==> src/rtl/subbytes_sched_if.sv <==
// Request/response bundle between the two SubBytes requesters (cipher state
// and key expansion) and the shared subword scheduler.
interface subbytes_sched_if;
   logic         st_req;
   logic [127:0] st_in;
   logic         st_done;
   logic [127:0] st_out;
   logic         key_req;
   logic [31:0]  key_in;
   logic         key_done;
   logic [31:0]  key_out;
   logic         busy;

   modport master (
      output st_req, st_in, key_req, key_in,
      input  st_done, st_out, key_done, key_out, busy
   );

   modport slave (
      input  st_req, st_in, key_req, key_in,
      output st_done, st_out, key_done, key_out, busy
   );
endinterface

==> src/rtl/subbytes_sched.sv <==
// Shares one 4-byte AES subword unit between a 128-bit state SubBytes (4 beats)
// and a 32-bit key SubWord (1 beat). Define SUBBYTES_SCHED_KEYPRI_EN for fixed key priority.

module subbytes_sched_subword (
   input  logic [31:0] word_i,
   output logic [31:0] word_o
);
   function automatic logic [7:0] gf_mul(input logic [7:0] a, input logic [7:0] b);
      logic [7:0] acc;
      logic [7:0] x;
      acc = '0;
      x   = a;
      for (int i = 0; i < 8; i++) begin
         if (b[i]) acc = acc ^ x;
         x = {x[6:0], 1'b0} ^ (x[7] ? 8'h1b : 8'h00);
      end
      return acc;
   endfunction

   // Multiplicative inverse as b^254, followed by the AES affine transform.
   function automatic logic [7:0] sbox(input logic [7:0] b);
      logic [7:0] p2, p4, p8, p16, p32, p64, p128, inv;
      p2   = gf_mul(b, b);
      p4   = gf_mul(p2, p2);
      p8   = gf_mul(p4, p4);
      p16  = gf_mul(p8, p8);
      p32  = gf_mul(p16, p16);
      p64  = gf_mul(p32, p32);
      p128 = gf_mul(p64, p64);
      inv  = gf_mul(gf_mul(gf_mul(p2, p4), gf_mul(p8, p16)),
                    gf_mul(gf_mul(p32, p64), p128));
      return inv ^ {inv[6:0], inv[7]} ^ {inv[5:0], inv[7:6]}
                 ^ {inv[4:0], inv[7:5]} ^ {inv[3:0], inv[7:4]} ^ 8'h63;
   endfunction

   for (genvar i = 0; i < 4; i++) begin : g_byte
      assign word_o[8*i +: 8] = sbox(word_i[8*i +: 8]);
   end
endmodule

// state   | meaning
// IDLE    | waiting; arbitrates between eligible requests
// ST_RUN  | substituting buffered state word[cnt], MS word first; commits on cnt = 3
// KEY_RUN | substituting buffered key word; commits on the next edge
module subbytes_sched (
   input  logic            clk,
   input  logic            reset,
   subbytes_sched_if.slave bus
);
   typedef enum logic [1:0] {IDLE, ST_RUN, KEY_RUN} state_t;

   state_t        state_q, state_d;
   logic [1:0]    cnt_q, cnt_d;
   logic [127:0]  st_buf_q, st_buf_d;
   logic [31:0]   key_buf_q, key_buf_d;
   logic [95:0]   res_q, res_d;
   logic [127:0]  st_out_q, st_out_d;
   logic [31:0]   key_out_q, key_out_d;
   logic          st_done_q, st_done_d;
   logic          key_done_q, key_done_d;
   logic          st_elig, key_elig, grant_st, grant_key;
   logic [31:0]   sub_in, sub_out;

   subbytes_sched_subword u_subword (.word_i(sub_in), .word_o(sub_out));

   // A requester is deaf in the cycle its own done is showing.
   assign st_elig  = bus.st_req  & ~st_done_q;
   assign key_elig = bus.key_req & ~key_done_q;

`ifdef SUBBYTES_SCHED_KEYPRI_EN
   assign grant_key = key_elig;
   assign grant_st  = st_elig & ~key_elig;
`else
   logic last_key_q, last_key_d;

   assign grant_st  = st_elig  & (~key_elig | last_key_q);
   assign grant_key = key_elig & (~st_elig  | ~last_key_q);

   always_comb begin
      last_key_d = last_key_q;
      if (state_q == IDLE) begin
         if (grant_st)       last_key_d = 1'b0;
         else if (grant_key) last_key_d = 1'b1;
      end
   end

   always_ff @(posedge clk or posedge reset) begin
      if (reset) last_key_q <= 1'b1;
      else       last_key_q <= last_key_d;
   end
`endif

   always_comb begin
      sub_in = key_buf_q;
      if (state_q == ST_RUN) begin
         case (cnt_q)
            2'd0:    sub_in = st_buf_q[127:96];
            2'd1:    sub_in = st_buf_q[95:64];
            2'd2:    sub_in = st_buf_q[63:32];
            default: sub_in = st_buf_q[31:0];
         endcase
      end
   end

   always_comb begin
      state_d    = state_q;
      cnt_d      = cnt_q;
      st_buf_d   = st_buf_q;
      key_buf_d  = key_buf_q;
      res_d      = res_q;
      st_out_d   = st_out_q;
      key_out_d  = key_out_q;
      st_done_d  = 1'b0;
      key_done_d = 1'b0;
      case (state_q)
         IDLE: begin
            if (grant_st) begin
               st_buf_d = bus.st_in;
               cnt_d    = 2'd0;
               state_d  = ST_RUN;
            end else if (grant_key) begin
               key_buf_d = bus.key_in;
               state_d   = KEY_RUN;
            end
         end
         ST_RUN: begin
            cnt_d = cnt_q + 2'd1;
            case (cnt_q)
               2'd0: res_d[95:64] = sub_out;
               2'd1: res_d[63:32] = sub_out;
               2'd2: res_d[31:0]  = sub_out;
               default: begin
                  st_out_d  = {res_q, sub_out};
                  st_done_d = 1'b1;
                  state_d   = IDLE;
               end
            endcase
         end
         KEY_RUN: begin
            key_out_d  = sub_out;
            key_done_d = 1'b1;
            state_d    = IDLE;
         end
         default: state_d = IDLE;
      endcase
   end

   always_ff @(posedge clk or posedge reset) begin
      if (reset) begin
         state_q    <= IDLE;
         cnt_q      <= 2'd0;
         st_buf_q   <= '0;
         key_buf_q  <= '0;
         res_q      <= '0;
         st_out_q   <= '0;
         key_out_q  <= '0;
         st_done_q  <= 1'b0;
         key_done_q <= 1'b0;
      end else begin
         state_q    <= state_d;
         cnt_q      <= cnt_d;
         st_buf_q   <= st_buf_d;
         key_buf_q  <= key_buf_d;
         res_q      <= res_d;
         st_out_q   <= st_out_d;
         key_out_q  <= key_out_d;
         st_done_q  <= st_done_d;
         key_done_q <= key_done_d;
      end
   end

   assign bus.st_out   = st_out_q;
   assign bus.st_done  = st_done_q;
   assign bus.key_out  = key_out_q;
   assign bus.key_done = key_done_q;
   assign bus.busy     = (state_q != IDLE);
endmodule

==> src/flat_wrapper.sv <==
// flat-port wrapper written by rule: the top's interface ports become plain ports
module subbytes_sched_flat 
  (clk, reset, bus_st_req, bus_st_in, bus_key_req, bus_key_in, bus_st_done, bus_st_out, bus_key_done, bus_key_out, bus_busy);
  subbytes_sched_if bus_i ();
  input  logic clk;
  input  logic reset;
  input wire logic [$bits(bus_i.st_req)-1:0] bus_st_req;
  input wire logic [$bits(bus_i.st_in)-1:0] bus_st_in;
  input wire logic [$bits(bus_i.key_req)-1:0] bus_key_req;
  input wire logic [$bits(bus_i.key_in)-1:0] bus_key_in;
  output wire logic [$bits(bus_i.st_done)-1:0] bus_st_done;
  output wire logic [$bits(bus_i.st_out)-1:0] bus_st_out;
  output wire logic [$bits(bus_i.key_done)-1:0] bus_key_done;
  output wire logic [$bits(bus_i.key_out)-1:0] bus_key_out;
  output wire logic [$bits(bus_i.busy)-1:0] bus_busy;
  assign bus_i.st_req = bus_st_req;
  assign bus_i.st_in = bus_st_in;
  assign bus_i.key_req = bus_key_req;
  assign bus_i.key_in = bus_key_in;
  assign bus_st_done = bus_i.st_done;
  assign bus_st_out = bus_i.st_out;
  assign bus_key_done = bus_i.key_done;
  assign bus_key_out = bus_i.key_out;
  assign bus_busy = bus_i.busy;
  subbytes_sched u_core (.clk(clk), .reset(reset), .bus(bus_i));
endmodule
==> config.mk <==
export PLATFORM = sky130hd
export DESIGN_NAME = subbytes_sched_flat
export DESIGN_NICKNAME = d
export VERILOG_FILES = /design/src/rtl/subbytes_sched_if.sv /design/src/rtl/subbytes_sched.sv /design/src/flat_wrapper.sv
export SDC_FILE = /design/constraint.sdc
export NUM_CORES = 2
export LEC_CHECK = 0
export ABC_CLOCK_PERIOD_IN_PS = 43700
export CAP_MARGIN = 20
export CORE_AREA = 2 2 527 267
export CTS_BUF_LIST = sky130_fd_sc_hd__clkbuf_16
export DETAILED_ROUTE_END_ITERATION = 8
export DIE_AREA = 0 0 529 269
export PLACE_DENSITY_LB_ADDON = 0.2
export SLEW_MARGIN = 5
export SYNTH_ARGS = -nofsm -noshare
export SYNTH_HDL_FRONTEND = slang
export SYNTH_SLANG_ARGS = --single-unit
export TNS_END_PERCENT = 10
==> constraint.sdc <==
create_clock -name clk -period 43.7 [get_ports clk]
set_clock_uncertainty 0.15 [all_clocks]
set_input_delay 8.74 -clock clk [delete_from_list [all_inputs] [get_ports clk]]
set_output_delay 8.74 -clock clk [all_outputs]
set_load 0.02 [all_outputs]
==> summary.md <==
| Metric | Value |
|---|---|
| Post-Synthesis Cell Area | `74000 um2` |
| Total track usage | `33.2%` |
| Final-layout worst hold slack | `329 ps` |
| Slowest library cell on the worst path | `sky130_fd_sc_hd__xnor2_1` |
| Bufs on Longest Clock Path | `3` |
| Post-Place Setup Slack | `21930 ps` |
| Seq/Total Area, Yosys | `14.3%` |
| Hold buffer count at cts | `0` |
| Buffer type at the clock tree root | `sky130_fd_sc_hd__clkbuf_16` |
| Worst-path fanout max | `38` |
| Highest achievable clock rate | `47.0 MHz` |
| Final weighted congestion in routability-driven placement | `1.09` |
| Total setup buffers inserted after CTS | `0` |
| Kind of start point of the critical path | `register` |
| Path type of the worst min-delay path | `reg2reg` |
| Die Footprint | `142000 um2` |
| CTS tree | `yes` |
| Drt pass-1 iters | `9` |
| Final-layout setup total negative slack | `0 ps` |
| Number of remaining DRC errors | `0` |
| Quantity of gates resized following cts | `0` |
| Share of flip-flops with an asynchronous set or reset after synthesis | `100%` |
| Final layout net count | `9627` |
| Vias per cell | `6.28` |
| Clock-pin slew reported for the worst setup and hold paths after clock tree synthesis | `70 ps` |
| Count of warnings emitted by yosys | `0` |
| Initial cell density of the core | `53.5%` |
| Final-report max-slew violation count | `0` |
| Post-synth net total | `9590` |
| Buffers added on ports | `326` |
| Maximum number of pins on one net before global-route repair | `151` |
| Endpoints failing hold | `0` |
| Row cnt | `97` |
| Final setup viols | `0` |
| Primary FF master, synth | `sky130_fd_sc_hd__dfrtp_1` |
| Relative slew slack | `17.8%` |
| Cell with the most instances after synthesis | `sky130_fd_sc_hd__xnor2_1` |
| Portion of synthesized cell area occupied by the leading cell type | `19.4%` |
| Synthesized netlist cell count | `9394` |
| Total clock buffers created by CTS | `42` |
| Starting DRT DRC Count | `9685` |
| Share of cells above drive strength 1 | `10.3%` |
| Status | `finished clean` |
| Number of distinct library cells after synthesis | `143` |
| Die outline width | `529 um` |
| GRT Residual Overflow | `0` |
| Number of synthesized flops with an enable pin | `0` |
| Routed wirelength normalized by instance count | `21.7 um` |
| H-tree levels | `2` |
| Yosys top cell by area | `sky130_fd_sc_hd__xnor2_1` |
| IO Pins | `327` |
| Avg Synthesized Cell Area | `7.88 um2` |
| Core box area | `138000 um2` |
| Wire length of the first global-routing pass | `381 mm` |
| Final cycle utilization of the critical path | `48.7%` |
| Post-synthesis sequential element count | `423` |
| Crit path top cell by count | `sky130_fd_sc_hd__xnor2_1` |
| Top cell types by occurrence after synthesis | `sky130_fd_sc_hd__xnor2_1, sky130_fd_sc_hd__nand2_1, sky130_fd_sc_hd__nor2_1` |
| Final Worst Setup Slack | `22430 ps` |
| Wire length after detailed routing | `245 mm` |
| CP endpoint kind | `register` |
| Die height | `269 um` |
| Final period demand of the worst path | `21270 ps` |
| ANT nets after route | `0` |
| RSZ-0062 raised after global routing | `false` |
| CP arrival | `21570 ps` |
| Crit path kind | `reg2reg` |
| Worst path required time | `44000 ps` |
| Via count of the first global-routing pass | `63908` |
| Clock sink count | `423` |
| Maximum capacitance violations | `0` |
| Initial antenna violation count | `1` |
| Delay of the slowest cell on the worst path | `950 ps` |
| Measured slew at the worst slew-check pin | `1230 ps` |
| Dominant cells by area after synthesis | `sky130_fd_sc_hd__xnor2_1, sky130_fd_sc_hd__dfrtp_1, sky130_fd_sc_hd__xnor3_1, sky130_fd_sc_hd__nand2_1, sky130_fd_sc_hd__nor2_1` |
| Clock insertion delay at the later pin of the skew report | `630 ps` |
| Post-DP HPWL | `185 mm` |
| Area overhead of the layout relative to synthesis | `8.93%` |
| Via Count | `70894` |
[final timing paths]
check	slack, ps	cells past startpoint	end	from
min in group asynchronous	8550	2	u_core.st_buf_q[84]$_DFFE_PP0P_	reset
worst max-delay path	22430	59	u_core.res_q[29]$_DFFE_PP0P_	u_core.cnt_q[0]$_DFFE_PP0P_
worst min-delay path	330	2	u_core.res_q[36]$_DFFE_PP0P_	u_core.res_q[36]$_DFFE_PP0P_
worst min register to register	330	2	u_core.res_q[36]$_DFFE_PP0P_	u_core.res_q[36]$_DFFE_PP0P_
worst max register to register	22430	59	u_core.res_q[29]$_DFFE_PP0P_	u_core.cnt_q[0]$_DFFE_PP0P_
max in group asynchronous	33310	3	u_core.res_q[43]$_DFFE_PP0P_	reset
[stage by stage]
step | std cells | util, % | area, um2
after floorplan | 9394 | - | 74000
after global placement | 11204 | 57.1 | 79100
after detailed placement | 11206 | 57.2 | 79100
after CTS | 11281 | 58.2 | 80500
after global routing | 11294 | 58.3 | 80600
final | 11294 | 58.3 | 80600
[cells by family after synthesis]
logic type / after synthesis / synth area share, %
AND/OR/NAND/NOR: 3203 / 19.3
XOR/XNOR: 2475 / 36.6
AO/OA/AOI/OAI: 2074 / 18.6
buffers and inverters: 772 / 4.53
flip-flops: 423 / 14.3
multiplexers: 412 / 6.13
adder cells (fa/ha/maj): 35 / 0.581
[critical path, delay by kind of cell (launching register included)]
kind	cells	cell delay, ps
buf+inv	10	2610
compound gates	8	2440
simple gates	10	2670
xor+xnor	26	10550
flops	1	410
fa+ha+maj	5	2280
[sequential cells by signal, indices dropped and copies added (netlist names)]
signal / flops
u_core.st_buf_q: 128
u_core.cnt_q: 2
u_core.bus.key_out: 32
u_core.res_q: 96
u_core.state_q: 2
u_core.last_key_q: 1
u_core.bus.st_done: 1
u_core.key_buf_q: 32
u_core.bus.st_out: 128
u_core.bus.key_done: 1
[layout make-up]
cell class,instances,area [um2]
inverter,164,626
multi-input combinational,8199,60300
sequential,423,10600
clock buffer,43,1080
fill,12443,57700
tap,1831,2290
clock inverter,32,349
timing repair buffer,601,5370
antenna,1,2.50
[routing by layer]
metal,GRT usage [%],vias up,routed length (um)
met1,53.1,33968,116000
met3,9.68,262,32100
met2,43.8,3914,93200
li1,-,32750,-
met5,0,-,0
met4,3.67,0,2870
[cells in the final DEF, fill, tap and decap left out, types with 33 or more instances in the layout]
| cell type | netlist | layout |
|---|---|---|
| sky130_fd_sc_hd__a211oi_1 | 78 | 78 |
| sky130_fd_sc_hd__a21oi_1 | 470 | 470 |
| sky130_fd_sc_hd__a221oi_1 | 33 | 33 |
| sky130_fd_sc_hd__a222oi_1 | 33 | 33 |
| sky130_fd_sc_hd__a22oi_1 | 50 | 50 |
| sky130_fd_sc_hd__a31oi_1 | 84 | 84 |
| sky130_fd_sc_hd__and2_1 | 63 | 63 |
| sky130_fd_sc_hd__and3_1 | 50 | 50 |
| sky130_fd_sc_hd__buf_4 | 32 | 269 |
| sky130_fd_sc_hd__clkbuf_16 | 0 | 43 |
| sky130_fd_sc_hd__clkdlybuf4s50_1 | 0 | 326 |
| sky130_fd_sc_hd__dfrtp_1 | 422 | 422 |
| sky130_fd_sc_hd__inv_1 | 136 | 138 |
| sky130_fd_sc_hd__mux2_2 | 254 | 254 |
| sky130_fd_sc_hd__mux2i_1 | 145 | 145 |
| sky130_fd_sc_hd__nand2_1 | 1124 | 1120 |
| sky130_fd_sc_hd__nand2b_1 | 88 | 87 |
| sky130_fd_sc_hd__nand3_1 | 221 | 221 |
| sky130_fd_sc_hd__nand4_1 | 35 | 35 |
| sky130_fd_sc_hd__nor2_1 | 1090 | 1089 |
| sky130_fd_sc_hd__nor2b_1 | 79 | 78 |
| sky130_fd_sc_hd__nor3_1 | 236 | 235 |
| sky130_fd_sc_hd__o211ai_1 | 83 | 83 |
| sky130_fd_sc_hd__o21a_1 | 33 | 33 |
| sky130_fd_sc_hd__o21ai_0 | 394 | 394 |
| sky130_fd_sc_hd__o21ai_1 | 213 | 213 |
| sky130_fd_sc_hd__o221ai_1 | 52 | 52 |
| sky130_fd_sc_hd__o22ai_1 | 99 | 99 |
| sky130_fd_sc_hd__o31ai_1 | 42 | 42 |
| sky130_fd_sc_hd__or3_1 | 43 | 43 |
| sky130_fd_sc_hd__xnor2_1 | 1641 | 1625 |
| sky130_fd_sc_hd__xnor2_2 | 100 | 115 |
| sky130_fd_sc_hd__xnor3_1 | 217 | 217 |
| sky130_fd_sc_hd__xor2_1 | 398 | 390 |
| sky130_fd_sc_hd__xor2_2 | 29 | 37 |
Power is not shown: default switching activity piles up to over one toggle a cycle in this logic, so the estimate is an artifact.
